$ cat config.mk
export PLATFORM = sky130hd
export DESIGN_NAME = exec_step_ctrl
export DESIGN_NICKNAME = d
export VERILOG_FILES = /design/src/rtl/exec_step_ctrl.sv
export SDC_FILE = /design/constraint.sdc
export NUM_CORES = 1
export LEC_CHECK = 0
export ABC_AREA = 0
export CAP_MARGIN = 0
export CORE_MARGIN = 1.5
export CORE_UTILIZATION = 57
export DETAILED_ROUTE_END_ITERATION = 7
export GPL_TIMING_DRIVEN = 1
export HOLD_SLACK_MARGIN = 0.08
export PLACE_DENSITY = 0.82
export SLEW_MARGIN = 40
export SYNTH_ARGS = -nofsm -noshare
export SYNTH_HDL_FRONTEND = slang
export SYNTH_SLANG_ARGS = --single-unit
$ cat constraint.sdc
create_clock -name clk -period 10.4 [get_ports clk]
set_clock_uncertainty 0.15 [all_clocks]
set_input_delay 2.08 -clock clk [delete_from_list [all_inputs] [get_ports clk]]
set_output_delay 2.08 -clock clk [all_outputs]
set_load 0.02 [all_outputs]
$ cat src/rtl/exec_step_ctrl.sv
// Execution-rate controller: turns run/step/halt controls into single-cycle
// processor advance enables with a programmable period, step counter and heartbeat.
module exec_step_ctrl #(
    parameter int DIV_WIDTH   = 26,
    parameter int DEFAULT_DIV = 900000,
    parameter int STEP_W      = 16
) (
    input  logic                 clk,
    input  logic                 rst,
    input  logic                 run_i,
    input  logic                 step_i,
    input  logic                 halt_i,
    input  logic                 div_load_i,
    input  logic [DIV_WIDTH-1:0] div_val_i,
    output logic                 step_en_o,
    output logic                 busy_o,
    output logic [1:0]           state_o,
    output logic [STEP_W-1:0]    step_count_o,
    output logic                 tick_o
);

    typedef enum logic [1:0] {
        ST_IDLE   = 2'd0,
        ST_RUN    = 2'd1,
        ST_SINGLE = 2'd2,
        ST_HALTED = 2'd3
    } state_t;

    localparam logic [DIV_WIDTH-1:0] DIV_RESET = DIV_WIDTH'(DEFAULT_DIV);
    localparam logic [DIV_WIDTH-1:0] DIV_ONE   = DIV_WIDTH'(1);
    localparam logic [DIV_WIDTH-1:0] DIV_ZERO  = {DIV_WIDTH{1'b0}};

    state_t                r_state;
    logic [DIV_WIDTH-1:0]  r_period;
    logic [DIV_WIDTH-1:0]  r_cnt;
    logic                  r_step_prev;
    logic                  r_step_en;
    logic [STEP_W-1:0]     r_step_count;
    logic                  r_tick;

    state_t                w_state_nxt;
    logic [DIV_WIDTH-1:0]  w_period_nxt;
    logic [DIV_WIDTH-1:0]  w_cnt_nxt;
    logic [DIV_WIDTH-1:0]  w_div_val_sat;
    logic                  w_pulse_nxt;
    logic                  w_step_edge;
    logic                  w_terminal;

    assign w_step_edge   = step_i & ~r_step_prev;
    assign w_terminal    = (r_cnt == (r_period - DIV_ONE));
    // A period of 0 is meaningless; treat it like 1 (step every cycle).
    assign w_div_val_sat = (div_val_i <= DIV_ONE) ? DIV_ONE : div_val_i;

    // Next-state, counter, period and pulse decision.
    always_comb begin
        w_state_nxt  = r_state;
        w_period_nxt = r_period;
        w_cnt_nxt    = DIV_ZERO;
        w_pulse_nxt  = 1'b0;
        case (r_state)
            ST_IDLE: begin
                if (halt_i) begin
                    w_state_nxt = ST_HALTED;
                end else if (run_i) begin
                    w_state_nxt = ST_RUN;
                end else if (w_step_edge) begin
                    w_state_nxt = ST_SINGLE;
                    w_pulse_nxt = 1'b1;
                end else if (div_load_i) begin
                    w_period_nxt = w_div_val_sat;
                end else begin
                    w_state_nxt = ST_IDLE;
                end
            end
            ST_RUN: begin
                if (halt_i) begin
                    w_state_nxt = ST_HALTED;
                end else if (!run_i) begin
                    w_state_nxt = ST_IDLE;
                end else if (w_terminal) begin
                    w_pulse_nxt = 1'b1;
                end else begin
                    w_cnt_nxt = r_cnt + DIV_ONE;
                end
            end
            ST_SINGLE: begin
                if (halt_i) begin
                    w_state_nxt = ST_HALTED;
                end else begin
                    w_state_nxt = ST_IDLE;
                end
            end
            ST_HALTED: begin
                // A still-closed run switch must not restart the processor.
                if (!halt_i && !run_i) begin
                    w_state_nxt = ST_IDLE;
                end else if (div_load_i) begin
                    w_period_nxt = w_div_val_sat;
                end else begin
                    w_state_nxt = ST_HALTED;
                end
            end
            default: begin
                w_state_nxt = ST_IDLE;
            end
        endcase
    end

    // State, counters and registered outputs.
    always_ff @(posedge clk) begin
        if (rst) begin
            r_state      <= ST_IDLE;
            r_period     <= DIV_RESET;
            r_cnt        <= DIV_ZERO;
            r_step_prev  <= 1'b0;
            r_step_en    <= 1'b0;
            r_step_count <= {STEP_W{1'b0}};
            r_tick       <= 1'b0;
        end else begin
            r_state     <= w_state_nxt;
            r_period    <= w_period_nxt;
            r_cnt       <= w_cnt_nxt;
            r_step_prev <= step_i;
            r_step_en   <= w_pulse_nxt;
            if (w_pulse_nxt) begin
                r_step_count <= r_step_count + STEP_W'(1);
                r_tick       <= ~r_tick;
            end else begin
                r_step_count <= r_step_count;
                r_tick       <= r_tick;
            end
        end
    end

    assign step_en_o    = r_step_en;
    assign busy_o       = (r_state == ST_RUN) || (r_state == ST_SINGLE);
    assign state_o      = r_state;
    assign step_count_o = r_step_count;
    assign tick_o       = r_tick;

endmodule

==> results of run 1 <==
sequential cells by signal, summed over array words and instances, names as in the netlist:
signal        cells
step_count_o     16
tick_o            1
state_o           2
r_cnt            26
r_step_prev       1
r_period         26
step_en_o         1
worst min-delay path, cell delays in order (launching register included):
cell	delay, ns
sky130_fd_sc_hd__dfxtp_1	0.34
sky130_fd_sc_hd__nand2_1	0.06
sky130_fd_sc_hd__a21oi_1	0.05
final cells by class:
type	count	share of cell area [%]
multi-input cells	431	51.7
well taps	99	2.44
clock buffers	9	2.44
inverters	17	1.26
flip-flops and latches	73	28.8
repair buffers	56	11.0
clock inverters	7	2.44
worst paths after layout:
check,endpoint,cells after the start,slack [ns],from
worst max-delay path,r_period[0],7,6.09,halt_i
worst min-delay path,r_period[25],2,0.34,r_period[25]
worst max register to register,step_count_o[0],10,6.25,r_period[0]
worst min register to register,r_period[25],2,0.34,r_period[25]
power groups by stage:
stage / combinational [W] / clock [W] / sequential (W)
final: 0.000115 / 0.000275 / 0.000309
after global placement: 0.000109 / 0 / 0.000314
after global routing: 0.000126 / 0.000292 / 0.000311
after floorplan: 0.0000703 / 0 / 0.000314
after detailed placement: 0.000113 / 0 / 0.000315
after CTS: 0.000114 / 0.000280 / 0.000308
logic make-up after synthesis:
family,Yosys count,share of synthesized area [%]
DFF,73,34.3
xor gates and xnor gates,56,11.5
buffers and inverters,42,4.00
adders and majority gates,6,1.76
AOI/OAI and AO/OA,79,12.3
and+or+nand+nor,277,32.7
muxes,13,3.38
cells in the mapped netlist (all sizes together) (2+ instances only):
cell    count  share of area, %
nand2      74               6.5
dfxtp      73                34
nor2       63               5.6
nand3      40               4.7
xnor2      37               7.6
a21oi      32               4.5
clkbuf     19               1.7
xor2       19               3.9
inv        17               1.5
nor2b      17               2.5
nor3       16               2.2
nor4       16               2.4
nand4      15               2.6
and3       12               1.8
o21ai      12               1.4
mux2       11               2.9
o211ai      8               1.4
buf         6              0.82
ha          6               1.8
or3         5              0.74
a211o       4              0.82
a31oi       4              0.59
and2        4              0.59
and4        4              0.85
nand2b      4              0.59
or4         4              0.79
a211oi      3              0.53
o311ai      3              0.62
a221oi      2              0.41
a22oi       2              0.35
mux2i       2              0.47
o31ai       2              0.35
stage by stage:
step	cell area, um^2	worst slack (ns)	util, %	power, W
2_1_floorplan	4260	6.75	-	0.000384
3_3_place_gp	4800	5.88	66.2	0.000424
3_5_place_dp	4820	5.77	66.4	0.000428
4_1_cts	5070	6.15	69.9	0.000702
5_1_grt	5080	5.89	70.0	0.000729
6_report	5080	6.09	70.0	0.000699
cells in the final DEF (no fill, tap or decap), drive strengths merged, types with 2 or more instances in the layout:
cell and instances:
a221oi 2, dfxtp 73, and2 4, o311ai 3
a211o 4, bufinv 3, o31ai 2, clkdlybuf4s50 52
clkbuf 9, o211ai 8, and3 12, nand2b 4
or4 4, a22oi 2, nand3 40, buf 4
mux2 11, nand2 74, nor2b 17, a211oi 3
nand4 15, mux2i 2, nor4 16, nor2 63
inv 20, xnor2 37, nor3 16, a31oi 4
ha 6, o21ai 12, or3 5, a21oi 32
and4 4, xor2 19
per-layer routing:
metal / GRT usage (%) / vias to the layer above / share of wire (%)
li1: - / 1997 / -
met1: 37.7 / 1879 / 48
met2: 40.8 / 136 / 45
met3: 5.72 / 10 / 5.6
met4: 6.85 / 0 / 1.1
met5: 0 / - / 0
==> results summary, run 1 <==
Sequential cells burn between 40% and 50% of the power. Of the cells placed in the final design, the portion with a size suffix greater than 1 is between 6 and 7%. The net count reported at finish is between 600 and 700. The required time of the critical path came out at about 10 ns.

The floorplan step defined a die boundary enclosing ~8000 um^2. The slowest stage cell on the critical path is sky130_fd_sc_hd__clkdlybuf4s50_1. The number of max-cap violations came out at 0. The clock tree from TritonCTS is built. The number of standard-cell rows in the floorplan is 31. The power spent charging and discharging nets came out at slightly below 0.0002 W. The flip-flop and latch count after synthesis is 73.

The post-layout instance count excluding filler cells came out at a little under 700. The count of yosys warnings during synthesis is 0. The largest driver fanout on the critical path is 27. The clock sink count came out at 73. The number of inserted diodes came out at 0. The overall via count from detail_route is between 4,000 and 5,000. The worst-case IR drop observed on VDD is just under 0.00008 V. The number of antenna violations at the first check in global routing came out at 0. The number of fill cells in the layout is 591. The pin count of the biggest net entering global routing is 50.

The worst pin sits at a relative slew slack of a little under half. Walking the worst path, the cells encountered are clkdlybuf4s50_1 > nor2_1 > nand3_1 > o22ai_1 > nand2_1 > nor3_1 > a211oi_1. Sequential cells were found to cover between 30% and 40% of the synthesized design area. The number of placed cells counting well taps came out at slightly below 700. The sequential cells in the finished layout cover a total of about 1500 um^2. The cell sitting at the root of the clock tree is a sky130_fd_sc_hd__clkbuf_8. The part of the total power dissipated in the clock network came out at approximately two fifths. Internal power comes to approximately 0.0005 W. The number of hold buffers added after cts came out at 0.

The remaining antenna violation count is 0. The smallest hold slack came out at between 0.3 and 0.4 ns. The maximum clock frequency is 0.232 GHz. The average wire per cell in the routed design came out at between 10 and 15 um. The via density per instance is approximately 5.8.

The number of buffers inserted to repair setup after CTS came out at 0. The via count of the first global-routing pass came out at approximately 3,500. For the worst setup path, the data arrival time is between 4 and 5 ns. Setup repair after global routing left no endpoint under its margin. The cell count after synthesis came out at around 550. The overall track demand over capacity in global routing came out at 26.5%. The combinational group share of total power is 16.5%. The final critical path takes up roughly 41% of the cycle.

The actual transition at the worst max-transition pin is approximately 0.82 ns. The final critical delay including setup and external delays is around 4.3 ns. The proportion of synthesized flip-flops having asynchronous set or reset is 0%. The insertion delay of the later-clocked pin in the worst-skew pair is around 0.36 ns. Setup violations remaining at the end of the flow were counted as 0. The worst setup path is of the input pin to register kind.

The stage delay of the slowest cell on the critical path came out at between 0.7 and 0.8 ns. The first-iteration detailed-routing DRC count is roughly 310. The post-synthesis cell area is approximately 4300 um^2. The number of nets produced by synthesis is 584. The total overflow left after global routing is 0. The number of slew-limit violations in the final report is 0. The tightest min-delay check is of the register to register type. The cell leakage power came out at roughly 1.7 nW. Setup total negative slack on the finished layout was measured at 0 ns. The number of buffers created by CTS is 9. The number of buffers and inverters on the critical path is 1.

Dividing total power by cell area gives a power density of approximately 140 nW/um^2. The dominant synthesized flop cell is sky130_fd_sc_hd__dfxtp_1. The number of I/O port buffers came out at 52. In this run the horizontal extent of the chip is 89.4 um. The endpoint class of the critical path is a register. The starting density of the core is roughly three fifths. 53 I/O pins were placed. The number of H-tree levels came out at 3. The deepest clock path buffer count is 2. After floorplanning, the core was sized to cover 7250 um^2. The average cell area after synthesis is 7.79 um^2.

The total routed wirelength is ~10,000 um. After clock tree synthesis, the clock-pin slew on the worst setup and hold paths is roughly 0.09 ns. The count of flip-flops with a built-in enable after synthesis is 0. The post-cts sizing count came out at 0. The first detailed-routing pass took 6 iterations. The flow ran to the end, and the final reports show no timing, DRC or antenna violations. The kind of cell with the highest combined delay along the critical path is simple AND/OR/NAND/NOR gates. The number of remaining DRC errors is 0. The die span in y came out at 89.4 um. The weighted congestion at the end of routability-driven global placement came out at just over 0.9.

The critical path startpoint category is an input pin. The detailed placer's ending HPWL came out at between 7000 and 8000 um. The first global-routing pass estimated 16,400 um of wire. The final hold violation count came to 0. The switching portion of total power is between 20 and 30%. Summing all multi-input logic gate instances after layout gives about 2600 um^2.

The growth of design area from synthesis to finish is 19.3%. The number of different library cells used by synthesis comes to 51.
Note: power is estimated with default switching activity, not from simulation.
==> inputs of run 2 (changes only) <==
CORE_UTILIZATION = 56   (was 57)
PLACE_DENSITY = 0.8   (was 0.82)
clock period = 4.2 ns   (was 10.4 ns; I/O delays follow)
==> results summary, run 2 (synthesized netlist as in run 1, its figures left out) <==
The worst register-to-register path begins at r_period[0]. The via count of the first global-routing pass came to 3,766 (+6.5%). CTS placed an instance of sky130_fd_sc_hd__clkbuf_8 at the clock tree root. The final setup slack of the worst path was 0.297 ns (-5.79 ns).

The switching portion of total power came out at 32.2% (+4.4 points). The core footprint is 7290 um^2 (+0.53%). TritonCTS built the clock tree. The number of buffers created by CTS is 9 (unchanged). The largest driver fanout on the critical path came out at 13 (-52%).

The largest vdd supply drop came out at 0.000219 V (+180%). The overall via count from detail_route is 4,050 (+0.70%). In the layout the commonest cells are sky130_fd_sc_hd__nand2_1, sky130_fd_sc_hd__dfxtp_1, sky130_fd_sc_hd__nor2_1. The die span in y is 90.2 um (+0.86%). Following the worst setup path forward leads to its endpoint at tick_o. The part of the total power dissipated in the clock network is 34.3% (-5.1 points). The growth of design area from synthesis to finish came out at 17.8%. STA classifies the critical path endpoint as a register. The slack of the worst reg-to-reg path is 0.30 ns (-5.95 ns).

The worst setup slack before clock tree synthesis was 0.311 ns (-5.46 ns). The power spent charging and discharging nets came to 0.000515 W (+160%). The remaining antenna violation count was 0 (unchanged). The clock sink count was 73 (unchanged). The global-route wire length before repair came out at 17,700 um (+7.8%).

The average wire per cell in the routed design is 14.9 um (+0.79%). The insertion delay of the later-clocked pin in the worst-skew pair came out at 0.36 ns (about the same). The library cell used most frequently in the layout, excluding fill and tap cells, is sky130_fd_sc_hd__nand2_1. The final critical delay including setup and external delays is 3.90 ns.

The post-cts sizing count is 0 (unchanged). The number of antenna violations at the first check in global routing came out at 0 (unchanged). The number of I/O pins came out at 53 (unchanged). The CTS clock-pin slew for the worst setup and hold paths is 0.09 ns (about the same). The weighted congestion at the end of routability-driven global placement is 0.854 (-7.4%). The final setup violation count came out at 0 (unchanged). The power density normalized to cell area is 319 nW/um^2 (+130%).

The number of inserted diodes came out at 0 (unchanged). The required time of the critical path came out at 4.30 ns (-6.17 ns). The count of cells along the worst register-to-register path came out at 10 (unchanged). The number of remaining DRC errors came out at 0 (unchanged). The number of slew-limit violations in the final report is 0 (unchanged). The number of max-cap violations came out at 0 (unchanged). The total routed wirelength came out at 10,300 um (+0.79%). The total iterations of the first detailed-routing run came to 5 (-1).

The fraction of final layout cells sized beyond drive strength 1 is 6.91% (+0.17 points). The total grt overflow came to 0 (unchanged). The maximum clock frequency came out at 0.256 GHz. In this run the worst setup path begins at r_period[0].

The critical path in this run is classified as register to register. The first-iteration detailed-routing DRC count is 342 (+11%). The final worst-path cycle share came out at between 90 and 100%. The number of buffers inserted to repair setup after CTS is 0 (unchanged). The number of hold buffers added after cts came out at 0 (unchanged). The actual transition at the worst max-transition pin came out at 0.808 ns (-0.00891 ns). The cell leakage power was 1.71 nW (-1.3%).

The worst hold path belongs to the class register to register. The deepest clock path buffer count came out at 2 (unchanged). The relative slew slack is 46.1% (+0.73 points). Setup repair after global routing left no endpoint under its margin. The starting density of the core came out at 58.4% (-0.31 points). The final hold violation count came to 0 (unchanged). The net count reported at finish came out at 626 (unchanged). The die outline area came out at 8130 um^2 (+1.7%). The number of I/O port buffers is 52 (unchanged).

The endpoint identified for the worst register-to-register timing path is tick_o. The final-layout setup total negative slack is 0 ns (unchanged). The fraction of power consumed by sequential logic is 47.9% (+3.8 points). The number of standard-cell rows in the floorplan is 31 (unchanged). The combinational group share of total power came out at 17.8% (+1.3 points). The endpoint arrival time on the critical path came out at 4.00 ns (-0.38 ns). The number of H-tree levels came out at 3 (unchanged). The run finished with clean final reports.

The via density per instance is 5.85 (+0.70%). The worst setup path is launched from a register. The detailed placer's ending HPWL came out at 7710 um (+3.2%). The overall track demand over capacity in global routing is 26.6% (+0.12 points). The internal power came out at 0.00108 W (+110%). The die span in x came out at 90.2 um (+0.86%). The pin count of the biggest net entering global routing was 28 (-44%).

The number of fill cells in the layout is 645 (+9.1%).
==> run 2: layer usage <==
metal | vias up | part of all wire, % | global-route usage, %
met2 | 166 | 43 | 40.0
met5 | - | 0 | 0
li1 | 2007 | - | -
met1 | 1857 | 48 | 38.2
met4 | 0 | 1.8 | 9.39
met3 | 20 | 6.9 | 4.82
==> run 2: stage by stage <==
stage	util, %	std cells	power (W)	hold slack [ns]	cell area, um^2
floorplan	-	546	0.000951	0.299	4260
CTS	68.8	692	0.00160	0.331	5020
global route	68.7	692	0.00167	0.351	5010
finish	68.7	692	0.00160	0.329	5010
detailed placement	66.1	676	0.00106	0.319	4820
global placement	66.1	676	0.00105	0.317	4820
==> run 2: layout make-up <==
class | instances | area, um^2 | area share, %
Multi-Input combinational cell | 431 | 2620 | 52.4
Sequential cell | 73 | 1460 | 29.2
Timing Repair Buffer | 56 | 546 | 10.9
Clock buffer | 9 | 124 | 2.47
Tap cell | 99 | 124 | 2.47
Clock inverter | 7 | 68.8 | 1.37
Inverter | 17 | 63.8 | 1.27
==> run 2: worst min path at each step <==
| stage | cells after the start | end | start | slack (ns) |
|---|---|---|---|---|
| 2_1_floorplan | 1 | r_cnt[0] | r_cnt[0] | 0.30 |
| 3_3_place_gp | 2 | r_period[25] | r_period[25] | 0.32 |
| 3_5_place_dp | 2 | r_period[25] | r_period[25] | 0.32 |
| 4_1_cts | 2 | r_period[25] | r_period[25] | 0.33 |
| 5_1_grt | 2 | r_period[25] | r_period[25] | 0.35 |
| 6_report | 2 | r_period[25] | r_period[25] | 0.33 |
==> run 2: worst max-delay path, stage by stage (launching register included) <==
cell and delay (ns):
sky130_fd_sc_hd__dfxtp_1 0.36, sky130_fd_sc_hd__inv_1 0.10, sky130_fd_sc_hd__ha_1 0.30, sky130_fd_sc_hd__nor4b_4 0.45
sky130_fd_sc_hd__nand4_1 0.22, sky130_fd_sc_hd__or4_1 0.54, sky130_fd_sc_hd__a2111oi_0 0.36, sky130_fd_sc_hd__and4_2 0.33
sky130_fd_sc_hd__nand4_4 0.29, sky130_fd_sc_hd__a21oi_2 0.33, sky130_fd_sc_hd__mux2_2 0.37
==> run 2: power by group through the flow <==
| stage | logic, W | registers, W | clock network, W |
|---|---|---|---|
| 2_1_floorplan | 0.000174 | 0.000777 | 0 |
| 3_3_place_gp | 0.000277 | 0.000777 | 0 |
| 3_5_place_dp | 0.000282 | 0.000778 | 0 |
| 4_1_cts | 0.000284 | 0.000763 | 0.000556 |
| 5_1_grt | 0.000314 | 0.000769 | 0.000585 |
| 6_report | 0.000285 | 0.000764 | 0.000548 |
